[src/rtl/uart_tx_fifo.sv]
// uart_tx_fifo: first-word-fall-through synchronous FIFO placed between the
// host and the UART transmitter. It can also serve as the RX-side FIFO.
// The pointers carry one extra wrap bit, so equal pointers mean empty and
// pointers that differ only in the wrap bit mean full. The empty, full and
// count outputs are registered, and they are computed from the next-pointer
// values. As a result there is no combinational path from i_wr_en or i_rd_en
// to any output.
module uart_tx_fifo #(
    parameter int DataLength = 8,
    parameter int Depth      = 16
) (
    input  logic                     i_clk,
    input  logic                     i_rst_n,
    input  logic                     i_clr,
    input  logic                     i_wr_en,
    input  logic [DataLength-1:0]    i_wr_data,
    output logic                     o_full,
    input  logic                     i_rd_en,
    output logic [DataLength-1:0]    o_rd_data,
    output logic                     o_empty,
    output logic [$clog2(Depth):0]   o_count,
    output logic                     o_overflow,
    output logic                     o_underflow
);

    localparam int AddrW = $clog2(Depth);
    localparam int PtrW  = AddrW + 1;

    logic [DataLength-1:0] r_mem [Depth];
    logic [PtrW-1:0]       r_wr_ptr;
    logic [PtrW-1:0]       r_rd_ptr;
    logic [PtrW-1:0]       r_count;
    logic                  r_empty;
    logic                  r_full;
    logic                  r_overflow;
    logic                  r_underflow;

    logic                  w_push;
    logic                  w_pop;
    logic [PtrW-1:0]       w_wr_ptr_nxt;
    logic [PtrW-1:0]       w_rd_ptr_nxt;

    // Accept decisions use the registered flags from before the edge.
    // A flush overrides both requests.
    assign w_push = i_wr_en & ~r_full  & ~i_clr;
    assign w_pop  = i_rd_en & ~r_empty & ~i_clr;

    // Next pointer values. Natural overflow of PtrW bits gives the mod 2*Depth wrap.
    always_comb begin
        w_wr_ptr_nxt = r_wr_ptr + PtrW'(w_push);
        w_rd_ptr_nxt = r_rd_ptr + PtrW'(w_pop);
        if (i_clr) begin
            w_wr_ptr_nxt = '0;
            w_rd_ptr_nxt = '0;
        end
    end

    // Pointers and status flags. Empty, full and count are derived from the next pointers.
    // NOTE: state registers use non-blocking assignments, so every flop samples
    // the pre-edge values of its inputs regardless of block ordering.
    always_ff @(posedge i_clk or negedge i_rst_n) begin
        if (!i_rst_n) begin
            r_wr_ptr <= '0;
            r_rd_ptr <= '0;
            r_count  <= '0;
            r_empty  <= 1'b1;
            r_full   <= 1'b0;
        end else begin
            r_wr_ptr <= w_wr_ptr_nxt;
            r_rd_ptr <= w_rd_ptr_nxt;
            r_count  <= w_wr_ptr_nxt - w_rd_ptr_nxt;
            r_empty  <= (w_wr_ptr_nxt == w_rd_ptr_nxt);
            r_full   <= (w_wr_ptr_nxt[AddrW-1:0] == w_rd_ptr_nxt[AddrW-1:0]) &&
                        (w_wr_ptr_nxt[AddrW]     != w_rd_ptr_nxt[AddrW]);
        end
    end

    // Sticky error flags. Only reset or a flush clears them, and they never block traffic.
    always_ff @(posedge i_clk or negedge i_rst_n) begin
        if (!i_rst_n) begin
            r_overflow  <= 1'b0;
            r_underflow <= 1'b0;
        end else if (i_clr) begin
            r_overflow  <= 1'b0;
            r_underflow <= 1'b0;
        end else begin
            if (i_wr_en && r_full)  r_overflow  <= 1'b1;
            if (i_rd_en && r_empty) r_underflow <= 1'b1;
        end
    end

    // Storage array. Only an accepted push writes to it.
    // NOTE: the array is reset explicitly so that o_rd_data reads 0 out of
    // reset. This costs a reset net on every storage flop, so it is done only
    // because the read port is observable while the FIFO is empty.
    always_ff @(posedge i_clk or negedge i_rst_n) begin
        if (!i_rst_n) begin
            for (int i = 0; i < Depth; i++) begin
                r_mem[i] <= '0;
            end
        end else if (w_push) begin
            r_mem[r_wr_ptr[AddrW-1:0]] <= i_wr_data;
        end
    end

    // FWFT read port. The head word is always presented from registered state only.
    assign o_rd_data   = r_mem[r_rd_ptr[AddrW-1:0]];
    assign o_empty     = r_empty;
    assign o_full      = r_full;
    assign o_count     = r_count;
    assign o_overflow  = r_overflow;
    assign o_underflow = r_underflow;

endmodule

[config.mk]
export PLATFORM = sky130hd
export DESIGN_NAME = uart_tx_fifo
export DESIGN_NICKNAME = d
export VERILOG_FILES = /design/src/rtl/uart_tx_fifo.sv
export SDC_FILE = /design/constraint.sdc
export NUM_CORES = 1
export LEC_CHECK = 0
export BUFFER_PORTS_ARGS = -buffer_cell sky130_fd_sc_hd__buf_2
export CELL_PAD_IN_SITES_DETAIL_PLACEMENT = 1
export CELL_PAD_IN_SITES_GLOBAL_PLACEMENT = 2
export CORE_MARGIN = 2
export CORE_UTILIZATION = 35
export DETAILED_ROUTE_END_ITERATION = 16
export PLACE_DENSITY = 0.63
export SLEW_MARGIN = 20
export SYNTH_ARGS = -nofsm -noshare
export SYNTH_HDL_FRONTEND = slang
export SYNTH_SLANG_ARGS = --single-unit
[constraint.sdc]
create_clock -name i_clk -period 5.2 [get_ports i_clk]
set_input_delay 0.78 -clock i_clk [delete_from_list [all_inputs] [get_ports i_clk]]
set_output_delay 0.78 -clock i_clk [all_outputs]
set_load 0.01 [all_outputs]
==> impl_metrics.json <==
{
  "path_max_fanout": 21,
  "fmax_ghz": 0.272,
  "hold_viol": 0,
  "worst_slew_pin_slew_ns": 1.07,
  "timing.reg2reg.setup_slack_ns": 2.20,
  "holdBufCountCts": 0,
  "cts_tree": "done",
  "fin_tns_setup_ns": 0,
  "async_reset_ff_share_pct": 100,
  "outcome": "completed",
  "die_height_um": 142,
  "critical-path-top-delay-family": "multiplexers",
  "setup_viol": 0,
  "dpl.hpwl_um": 9750,
  "vias": 3722,
  "p_leak_uw": 0.00365,
  "cts_buffers": 17,
  "rows": 50,
  "synth_nets": 449,
  "r2r-end": "o_count[4]",
  "yosys-top-cells-count": "146 x dfrtp_1, 129 x mux2_2, 37 x mux4_2, 15 x clkbuf_1, 12 x nor2_1",
  "syn_inst": 427,
  "slowest_stage": "dfrtp_2",
  "power.density_mw_per_mm2": 365,
  "slew_violations": 0,
  "worst_skew_pair.late_latency_ns": 0.42,
  "dr.pass1.iters": 6,
  "cts_setup_buffers": 0,
  "endpoint_kind": "output pin",
  "postLayoutCellArea_mm2": 0.00775,
  "rsz0062_at_grt": "false",
  "path_clk_slew_ns": 0.06,
  "crit_required_ns": 4.42,
  "ys_seq_elements": 147,
  "synth_top_area_share_pct": 54.5,
  "dpl-instance-area_mm2": 0.00710,
  "synth.most_common_cell": "dfrtp_1",
  "cts.sinks": 147,
  "hp-class": "in -> async",
  "wl_um": 15800,
  "overflow": 0,
  "maxSlewHeadroom_pct": 28.1,
  "slowest_delay_ns": 0.86,
  "critPathLaunch": "r_rd_ptr[0]",
  "ir_drop_v": 0.000179,
  "antennaDiodeCount": 0,
  "worstSetupPathType": "reg -> out",
  "syn2layout_area_growth_pct": 15.5,
  "synth_area_leader_cell": "dfrtp_1",
  "gr-usage-all-layers_pct": 17.0,
  "reg2regPathDepth": 9,
  "coreArea_mm2": 0.0188,
  "avgSynthCellArea_um2": 15.7,
  "clk_path_buf_depth": 2,
  "synthFlopType": "dfrtp_1",
  "ant_nets": 0,
  "io_pins": 30,
  "period_share_pct": 70.8,
  "wire_per_inst_um": 22.5,
  "port_buffers": 29,
  "synth_edf_count": 0,
  "grt_pass1_wl_um": 24700,
  "cts-root-buf": "clkbuf_16",
  "yosys_warnings": 0,
  "vias_per_cell": 5.29,
  "antenna_found_initial": 0,
  "max_cap_violations": 0,
  "path_cells": "buf_4, mux4_2, mux4_2, buf_2",
  "drc": 0,
  "grt_pass1_vias": 4081,
  "period_minus_slack_ns": 3.68,
  "placed_cells": 672,
  "fp.dieW_um": 142,
  "drive_above_1_share_pct": 51.3,
  "grt_max_degree": 94,
  "netlist_area_mm2": 0.00671,
  "synth.area.top_cells": "dfrtp_1 54%, mux2_2 22%, mux4_2 12%",
  "start_util_pct": 35.7,
  "fin_worst_skew_ns": 0.0100,
  "htreeDepth": 4,
  "crit_end": "o_rd_data[5]",
  "place.gp.congestion": 0.727,
  "fin_cells": 704,
  "path_buf_inv": 2,
  "r2r-start": "r_rd_ptr[0]",
  "cpMostUsedCell": "mux4_2",
  "synth.distinct_cells": 37,
  "dr.first_iter.drc_count": 118,
  "arrival_ns": 2.90,
  "cp-start-kind": "flop",
  "dieArea_mm2": 0.0203,
  "seq_area_frac_synth_pct": 54.8,
  "crit_cells": 4,
  "nets": 479,
  "cts_resized": 0
}
-- how the worst min path moves through the flow --
stage | to
after floorplan | r_mem[126]
after global placement | o_overflow
after detailed placement | r_mem[126]
after CTS | r_mem[124]
after global routing | r_mem[44]
final | r_mem[124]
-- flip-flops by register name, summed over array words and instances, names as in the netlist --
signal	cells
o_empty	1
r_wr_ptr	5
r_mem	128
o_full	1
r_rd_ptr	5
o_count	5
o_underflow	1
o_overflow	1
-- metrics by stage --
step	util (%)	hold WS (ns)	power (uW)	setup slack, ns
after floorplan	-	0.453	1420	2.39
after global placement	37.8	0.473	1510	1.91
after detailed placement	37.8	0.487	1510	1.88
after CTS	41.3	0.481	2870	1.42
after global routing	41.3	0.501	2950	1.32
final	41.3	0.426	2830	1.52
-- area by class of cell --
cell class	count	area [um2]
clock inverters	8	146
inverters	6	22.5
multi-input cells	251	2920
well taps	234	293
flip-flops and latches	147	3680
clock buffers	24	502
fillers	1879	11000
repair buffers	34	189
-- report_power, final --
part           switching (uW)  leakage (uW)  internal, uW
registers                39.8       0.00199          1210
logic                     107       0.00134           128
clock network             472      0.000316           867
-- cell usage in the layout (no fill, tap or decap), types with 4 or more instances in the layout --
master       n
clkbuf_8     5
nand2b_1     5
nor2_1      11
mux4_2      37
mux2_2     129
nor2b_1      8
dfrtp_1    145
inv_1        5
nand3_1      5
bufinv_16    4
clkbuf_16   17
xor2_1       5
a21oi_1      4
buf_4        5
nand2_1      9
buf_2       28
mux2i_1      4
ha_1         8
-- metal layers --
metal / vias to the layer above / track usage (%) / part of all wire (%)
met1: 2049 / 23.8 / 49
met5: - / 0 / 0
met3: 9 / 4.10 / 1.9
li1: 1632 / - / -
met2: 32 / 26.6 / 49
met4: 0 / 4.22 / 0.75
-- cell families (layout without fill, tap and decap cells) --
family / after synthesis / count (layout) / share of synthesized area [%]
AOI/OAI and AO/OA: 10 / 10 / 0.970
xor gates and xnor gates: 8 / 8 / 1.04
adders and majority gates: 9 / 9 / 1.79
buffers and inverters: 29 / 72 / 1.72
DFF: 147 / 147 / 54.8
muxes: 171 / 171 / 34.8
and+or+nand+nor: 53 / 53 / 4.79
Note: power is estimated with default switching activity, not from simulation.
